[src/rtl/logic_unit_pipe.sv]
// logic_unit_pipe: registered WIDTH-bit bitwise logic unit with
// valid/ready streaming, reduction flags and a gate self-test sequencer.
//
// Ports:
//   clk, rst                  clock, async active-high reset
//   in_valid/in_ready         operand handshake (in_a, in_b, in_op)
//   out_valid/out_ready       result handshake (out_y, out_any, out_all)
//   bist_start                pulse, starts self-test from IDLE
//   fault_inject              inverts y[0] of the shared op mux
//   bist_busy/done/fail       self-test status, bist_fail_op = first bad op
module logic_unit_pipe #(
  parameter int WIDTH = 8
) (
  input  logic             clk,
  input  logic             rst,
  input  logic             in_valid,
  output logic             in_ready,
  input  logic [WIDTH-1:0] in_a,
  input  logic [WIDTH-1:0] in_b,
  input  logic [2:0]       in_op,
  output logic             out_valid,
  input  logic             out_ready,
  output logic [WIDTH-1:0] out_y,
  output logic             out_any,
  output logic             out_all,
  input  logic             bist_start,
  input  logic             fault_inject,
  output logic             bist_busy,
  output logic             bist_done,
  output logic             bist_fail,
  output logic [2:0]       bist_fail_op
);

  typedef enum logic [1:0] {
    IDLE,
    DRAIN,
    RUN,
    DONE
  } state_t;

  // Expected self-test bit, indexed by {op, combo}; one nibble per op.
  localparam logic [31:0] EXP = {
    4'b1100, // PASS A
    4'b0011, // NOT A
    4'b0001, // NOR
    4'b0111, // NAND
    4'b1001, // XNOR
    4'b0110, // XOR
    4'b1110, // OR
    4'b1000  // AND
  };

  state_t           state;
  logic [4:0]       cnt;
  logic [2:0]       mux_op;
  logic [WIDTH-1:0] mux_a;
  logic [WIDTH-1:0] mux_b;
  logic [WIDTH-1:0] y_raw;
  logic [WIDTH-1:0] y;
  logic             accept;
  logic             chk_bad;

  // The self-test borrows the stream datapath while in RUN.
  always_comb begin
    mux_op = in_op;
    mux_a  = in_a;
    mux_b  = in_b;
    if (state == RUN) begin
      mux_op = cnt[4:2];
      mux_a  = {WIDTH{cnt[1]}};
      mux_b  = {WIDTH{cnt[0]}};
    end
  end

  always_comb begin
    y_raw = '0;
    case (mux_op)
      3'd0: y_raw = mux_a & mux_b;
      3'd1: y_raw = mux_a | mux_b;
      3'd2: y_raw = mux_a ^ mux_b;
      3'd3: y_raw = ~(mux_a ^ mux_b);
      3'd4: y_raw = ~(mux_a & mux_b);
      3'd5: y_raw = ~(mux_a | mux_b);
      3'd6: y_raw = ~mux_a;
      default: y_raw = mux_a;
    endcase
  end

  always_comb begin
    y    = y_raw;
    y[0] = y_raw[0] ^ fault_inject;
  end

  assign in_ready = (state == IDLE) && !bist_busy &&
                    (!out_valid || out_ready);
  assign accept   = in_valid && in_ready;
  assign chk_bad  = (y != {WIDTH{EXP[cnt]}});

  always_ff @(posedge clk or posedge rst) begin
    if (rst) begin
      state        <= IDLE;
      cnt          <= '0;
      out_valid    <= 1'b0;
      out_y        <= '0;
      out_any      <= 1'b0;
      out_all      <= 1'b0;
      bist_busy    <= 1'b0;
      bist_done    <= 1'b0;
      bist_fail    <= 1'b0;
      bist_fail_op <= '0;
    end else begin
      bist_done <= 1'b0;

      if (accept) begin
        out_valid <= 1'b1;
        out_y     <= y;
        out_any   <= |y;
        out_all   <= &y;
      end else if (out_ready) begin
        out_valid <= 1'b0;
      end

      case (state)
        IDLE: begin
          if (bist_start) begin
            state        <= DRAIN;
            cnt          <= '0;
            bist_busy    <= 1'b1;
            bist_fail    <= 1'b0;
            bist_fail_op <= '0;
          end
        end
        DRAIN: begin
          // Leave once any pending result is gone or leaves this edge.
          if (!out_valid || out_ready) state <= RUN;
        end
        RUN: begin
          if (chk_bad) begin
            bist_fail <= 1'b1;
            if (!bist_fail) bist_fail_op <= cnt[4:2];
          end
          cnt <= cnt + 5'd1;
          if (cnt == 5'd31) begin
            state     <= DONE;
            bist_done <= 1'b1;
            bist_busy <= 1'b0;
          end
        end
        default: state <= IDLE;
      endcase
    end
  end

endmodule
[config.mk]
export PLATFORM = sky130hd
export DESIGN_NAME = logic_unit_pipe
export DESIGN_NICKNAME = d
export VERILOG_FILES = /design/src/rtl/logic_unit_pipe.sv
export SDC_FILE = /design/constraint.sdc
export NUM_CORES = 1
export LEC_CHECK = 0
export CAP_MARGIN = 20
export CORE_MARGIN = 3
export CORE_UTILIZATION = 40
export CTS_BUF_LIST = sky130_fd_sc_hd__clkbuf_16
export CTS_CLUSTER_SIZE = 10
export DETAILED_ROUTE_END_ITERATION = 12
export MAX_ROUTING_LAYER = met4
export PLACE_DENSITY = 0.72
export SLEW_MARGIN = 0
export SYNTH_ARGS = -nofsm -noshare
export SYNTH_HDL_FRONTEND = slang
export SYNTH_SLANG_ARGS = --single-unit
[constraint.sdc]
create_clock -name clk -period 6.74 [get_ports clk]
set_clock_uncertainty 0.15 [all_clocks]
set_input_delay 1.348 -clock clk [delete_from_list [all_inputs] [get_ports clk]]
set_output_delay 1.348 -clock clk [all_outputs]
set_load 0.02 [all_outputs]
==> results of run 1 <==
## worst max path at each step
stage,end,cells past startpoint,start,slack (ns)
floorplan,bist_fail_op[2]$_DFFE_PP0P_,12,in_a[0],2.92
global placement,bist_fail_op[2]$_DFFE_PP0P_,9,in_op[1],2.12
detailed placement,bist_fail_op[2]$_DFFE_PP0P_,13,in_b[0],2.06
CTS,bist_fail_op[2]$_DFFE_PP0P_,16,state[0]$_DFFE_PP0P_,2.13
global route,bist_fail_op[2]$_DFFE_PP0P_,16,state[0]$_DFFE_PP0P_,1.74
finish,bist_fail_op[2]$_DFFE_PP0P_,16,state[0]$_DFFE_PP0P_,2.06
## metrics by stage
step                      hold WS (ns)  area (µm²)  instances  setup WS, ns  utilization [%]
after global routing             0.380        2950        385          1.74             51.7
after floorplan                  0.345        2430        283          2.92                -
after detailed placement         0.324        2850        381          2.06             49.8
after global placement           0.317        2850        381          2.12             49.8
final                            0.333        2950        385          2.06             51.7
after CTS                        0.339        2950        385          2.13             51.7
## area by class of cell
type,count,area share [%]
multi-input cells,217,55.3
inverters,25,3.18
clock inverters,1,1.02
clock buffers,3,2.54
flip-flops and latches,24,20.4
repair buffers,43,14.5
well taps,72,3.05
## logic make-up (layout without fill, tap and decap cells)
group	Yosys count	in the layout
AND/OR/NAND/NOR	69	69
multiplexers	33	33
AO/OA/AOI/OAI	80	80
adder cells (fa/ha/maj)	22	22
buffers and inverters	42	72
flip-flops	24	24
XOR/XNOR	13	13
## routing by layer
metal / global-route usage, % / wire (µm)
met1: 25.3 / 2930
met2: 28.3 / 2890
met3: 1.88 / 273
met4: 4.82 / 42
met5: - / 0
## state kept, by name, summed over array words and instances (netlist names)
name	flops
out_valid	1
out_all	1
bist_done	1
bist_fail_op	3
bist_busy	1
out_any	1
out_y	8
cnt	5
bist_fail	1
state	2
## worst max-delay path: cells and delay by family, from the launching register on
kind	cells	cell delay (ns)
buf+inv	3	0.92
xor+xnor	2	0.54
simple gates	5	1.30
compound gates	4	0.74
fa+ha+maj	2	0.49
flops	1	0.40
## cell usage in the layout, fill, tap and decap left out, drive strengths merged, types with 2 or more instances in the layout
cell type      count
nand3              6
and3               2
clkdlybuf4s50     42
nor2              15
a32o               2
xnor2             10
ha                22
o22ai              4
or3                2
a211oi             4
nand2             27
nor2b              4
dfrtp             24
a21o               8
o31ai              3
mux2              10
inv               25
nor3               6
a21oi             14
nand2b             2
a31oi              8
clkbuf             3
xor2               3
a221oi             3
o21ai             20
o211ai             3
mux2i             23
## where the power goes
part	switching, mW	internal (mW)	leakage (nW)
combinational	0.442	0.315	0.962
sequential	0.0342	0.169	0.310
clock	0.0514	0.118	0.0511
total	0.528	0.602	1.32
==> impl_metrics.tcl, run 1 <==
set metrics [dict create \
    synth.area.mux_share_pct 15.7 \
    post-synth-top-count-cell "nand2_1" \
    synth_compound_area_share_pct 21.6 \
    synth_edf_count 0 \
    antenna_cells 0 \
    cts_resized 0 \
    drv_slew 0 \
    synth_top_family_by_area "compound AO/OA/AOI/OAI gates" \
    seq_area_um2 601 \
    worstMarginPinSlew_ns 0.954 \
    ant_nets 0 \
    overflow 0 \
    status "finished clean" \
    cts_buffers 3 \
    vias_per_cell 5.68 \
    drive_gt1_share_pct 7.03 \
    ys_seq_area_share_pct 24.7 \
    synth-seq-cells 24 \
    fp.dieH_um 84.0 \
    required_ns 6.73 \
    r2r_slack_ns 2.06 \
    fin_crit_sh_pct 69.4 \
    worst_ep_arrival_time_ns 4.67 \
    power_density_nw_per_um2 383 \
    cts.sinks 24 \
    num_vias 2185 \
    hold_viol 0 \
    drc_errors 0 \
    wl_per_cell_um 15.9 \
    finalNetCount 361 \
    rsz0062_at_grt "false" \
    holdPathEnd "out_y[0]$_DFFE_PP0P_" \
    area_delta_synth_final_pct 21.2 \
    worstPathCellList "inv_1, ha_1, buf_4, inv_1, nor2_2, nor2_1, ha_1, xnor2_1, o21ai_0, a31o_2, a21oi_1, o22a_1, xor2_1, nand3_1, nand4b_1, or3b_1" \
    critPathLaunchType "register" \
    synth_commonest_cells "nand2_1 (27), inv_1 (25), dfrtp_1 (24)" \
    path_max_fanout 33 \
    final-setup-viol-count 0 \
    hold_path_class "register to register" \
    min_delay_path_depth 2 \
    cts_tree "done" \
    synthesis.area_um2 2430 \
    fillers 549 \
    worstHoldStart "out_y[0]$_DFFE_PP0P_" \
    reg2regPathDepth 16 \
    io_buffers 42 \
    synthDistinctLibCells 53 \
    synth_xor_area_share_pct 4.68 \
    clock_latency_ns 0.26 \
    drtIter0Drc 177 \
    grt_pass1_wl_um 10500 \
    drv_cap 0 \
    synth_warnings 0 \
    grt_max_degree 34 \
    dieArea_um2 7060 \
    synth_fa_ha_area_share_pct 11.3 \
    pin_count 43 \
    gp_congestion 0.942 \
    antenna_found_initial 0 \
    synth_top_cell_by_area "dfrtp_1" \
    slew_headroom_pct 34.6 \
    power_mw 1.13 \
    synth_cells 283 \
    tns_ns 0 \
    hold_buffers 0 \
    synthesis.nets 330 \
    firstDrtPassIters 4 \
    row_count 27 \
    core_um2 5710 \
    worstSetupPathType "register to register" \
    async_reset_ff_share_pct 100 \
    fmax_ghz 0.214 \
    synth_area_leaders "dfrtp_1 (25%), ha_1 (11%), mux2i_1 (8.6%)" \
    r2r-start "state[0]$_DFFE_PP0P_" \
    peakVddDrop_mv 0.207 \
    cp-end-kind "register" \
    fp.dieW_um 84.0 \
    grt_pass1_vias 2154 \
    critPathSlowestCell "nor2_2" \
    hpwl_um 4470 \
    yosys.area_share.simple_pct 13.7 \
    p_leak_nw 1.32 \
    netlist.area_leader.share_pct 24.7 \
    multi_input_area_um2 1630 \
    ys.flop_type "dfrtp_1" \
    r2r-end "bist_fail_op[2]$_DFFE_PP0P_" \
    syn_avg_cell_area_um2 8.60 \
    min_period_ns 4.68 \
    htreeDepth 1 \
    cts_root_buffer "clkbuf_16" \
    initial_core_util_pct 42.6 \
    critPathMaxStageDelay_ns 0.47 \
    routed_wl_um 6140 \
    track_usage_pct 18.2 \
    clk_pin_slew_worst_paths_ns 0.06 \
    max-clock-path-buffers 2 \
    cts_setup_buffers 0 \
]
Power figures use the tool's default switching activity.
==> run 2: changes to the inputs <==
Clock period 6.74 ns to 4.6 ns, I/O delays scaled along.
==> impl_metrics.tcl, run 2 (same netlist as run 1, synthesis figures left out) <==
set metrics [dict create \
    worstMarginPinSlew_ns 0.922 \
    critPathLaunch "state[0]$_DFFE_PP0P_" \
    final_cell_mix "clkdlybuf4s50_1 (42), nand2_1 (27), inv_1 (25)" \
    fp.dieH_um 84.0 \
    regMostFlops "out_y" \
    r2r-start "state[0]$_DFFE_PP0P_" \
    fp.dieW_um 84.0 \
    cts_resized 0 \
    htreeDepth 1 \
    gp_congestion 0.835 \
    min_delay_path_depth 2 \
    grt_pass1_wl_um 10700 \
    tns_ns 0 \
    wl_per_cell_um 15.8 \
    clk_pin_slew_worst_paths_ns 0.06 \
    largestRegisters "out_y (8), cnt (5), bist_fail_op (3)" \
    drv_slew 0 \
    area_delta_synth_final_pct 21.2 \
    hold_path_class "register to register" \
    num_vias 2153 \
    cp-end-kind "register" \
    drtIter0Drc 97 \
    worst_ep_arrival_time_ns 4.00 \
    hold_viol 0 \
    io_buffers 42 \
    finalNetCount 365 \
    finalWorstSetupSlack_ns 0.583 \
    vias_per_cell 5.55 \
    min_period_ns 4.02 \
    fillers 540 \
    fmax_ghz 0.249 \
    antenna_cells 0 \
    critPathLaunchType "register" \
    path_max_fanout 32 \
    cts.sinks 24 \
    stdcell_count 388 \
    grt_max_degree 33 \
    p_leak_nw 1.33 \
    power_density_nw_per_um2 540 \
    clock_latency_ns 0.25 \
    ant_nets 0 \
    pin_count 43 \
    cts_setup_buffers 0 \
    reg2regPathDepth 15 \
    max-clock-path-buffers 2 \
    place_inst 385 \
    initial_core_util_pct 42.6 \
    hold_buffers 0 \
    row_count 27 \
    track_usage_pct 18.3 \
    grt_pass1_vias 2242 \
    hpwl_um 4540 \
    core_um2 5710 \
    pre_cts_slack_ns 0.437 \
    drive_gt1_share_pct 7.91 \
    peakVddDrop_mv 0.281 \
    firstDrtPassIters 4 \
    status "finished clean" \
    cts_tree "done" \
    whs_ns 0.333 \
    largest_reg_flops 8 \
    final-setup-viol-count 0 \
    cts_root_buffer "clkbuf_16" \
    drc_errors 0 \
    worstHoldStart "out_y[3]$_DFFE_PP0P_" \
    worstSetupPathType "register to register" \
    cts_buffers 3 \
    fin_crit_sh_pct 87.3 \
    rsz0062_at_grt "false" \
    required_ns 4.58 \
    overflow 0 \
    slew_headroom_pct 38.5 \
    dieArea_um2 7060 \
    drv_cap 0 \
    final_common_cell "clkdlybuf4s50_1" \
    routed_wl_um 6120 \
    antenna_found_initial 0 \
]
## run 2: cell count changes in the layout (fill, tap and decap cells not counted), sizes merged
cell    change
bufinv      -1
buf         +4
## run 2: worst max-delay path, cell delays in order, from the launching register on
cell and delay, ns:
dfrtp_1 0.39, inv_1 0.08, ha_1 0.16, buf_4 0.40, mux2_2 0.40, inv_1 0.08, ha_1 0.28, xnor2_1 0.15
o21ai_0 0.11, a31o_2 0.23, a21oi_1 0.12, o22a_1 0.19, xor2_1 0.38, nand3_1 0.26, nand4b_1 0.15, or3b_1 0.34
## run 2: worst paths after layout
kind | end | slack, ns
setup / recovery | bist_fail_op[2]$_DFFE_PP0P_ | 0.58
max in group asynchronous | cnt[1]$_DFFE_PP0P_ | 2.72
setup reg to reg | bist_fail_op[2]$_DFFE_PP0P_ | 0.58
hold reg to reg | out_y[3]$_DFFE_PP0P_ | 0.33
min in group asynchronous | out_y[6]$_DFFE_PP0P_ | 1.02
hold / removal | out_y[3]$_DFFE_PP0P_ | 0.33
## run 2: final cells by class
class	instances	area [µm²]	area share [%]
clock buffers	3	75.1	2.54
inverters	25	93.8	3.18
multi-input cells	217	1630	55.3
flip-flops and latches	24	601	20.4
well taps	72	90.1	3.05
repair buffers	47	458	15.5
## run 2: metrics by stage
step	area, µm²	total power, mW	util (%)
final	2950	1.59	51.7
after global routing	2950	1.74	51.7
after CTS	2950	1.60	51.7
after detailed placement	2880	1.41	50.4
after global placement	2880	1.37	50.4
after floorplan	2430	1.17	-
## run 2: power by group
| part | switching (mW) | leakage (nW) | total [mW] | internal (mW) |
|---|---|---|---|---|
| Clock | 0.0689 | 0.0370 | 0.184 | 0.115 |
| Combinational | 0.640 | 0.981 | 1.11 | 0.472 |
| Sequential | 0.0491 | 0.310 | 0.297 | 0.248 |
## run 2: layer usage
metal	vias to the layer above	share of wire [%]	global-route usage [%]
met5	-	0	-
met4	0	0.57	3.80
met3	4	5.0	1.97
met2	59	48	30.1
met1	1013	47	24.5
li1	1077	-	-
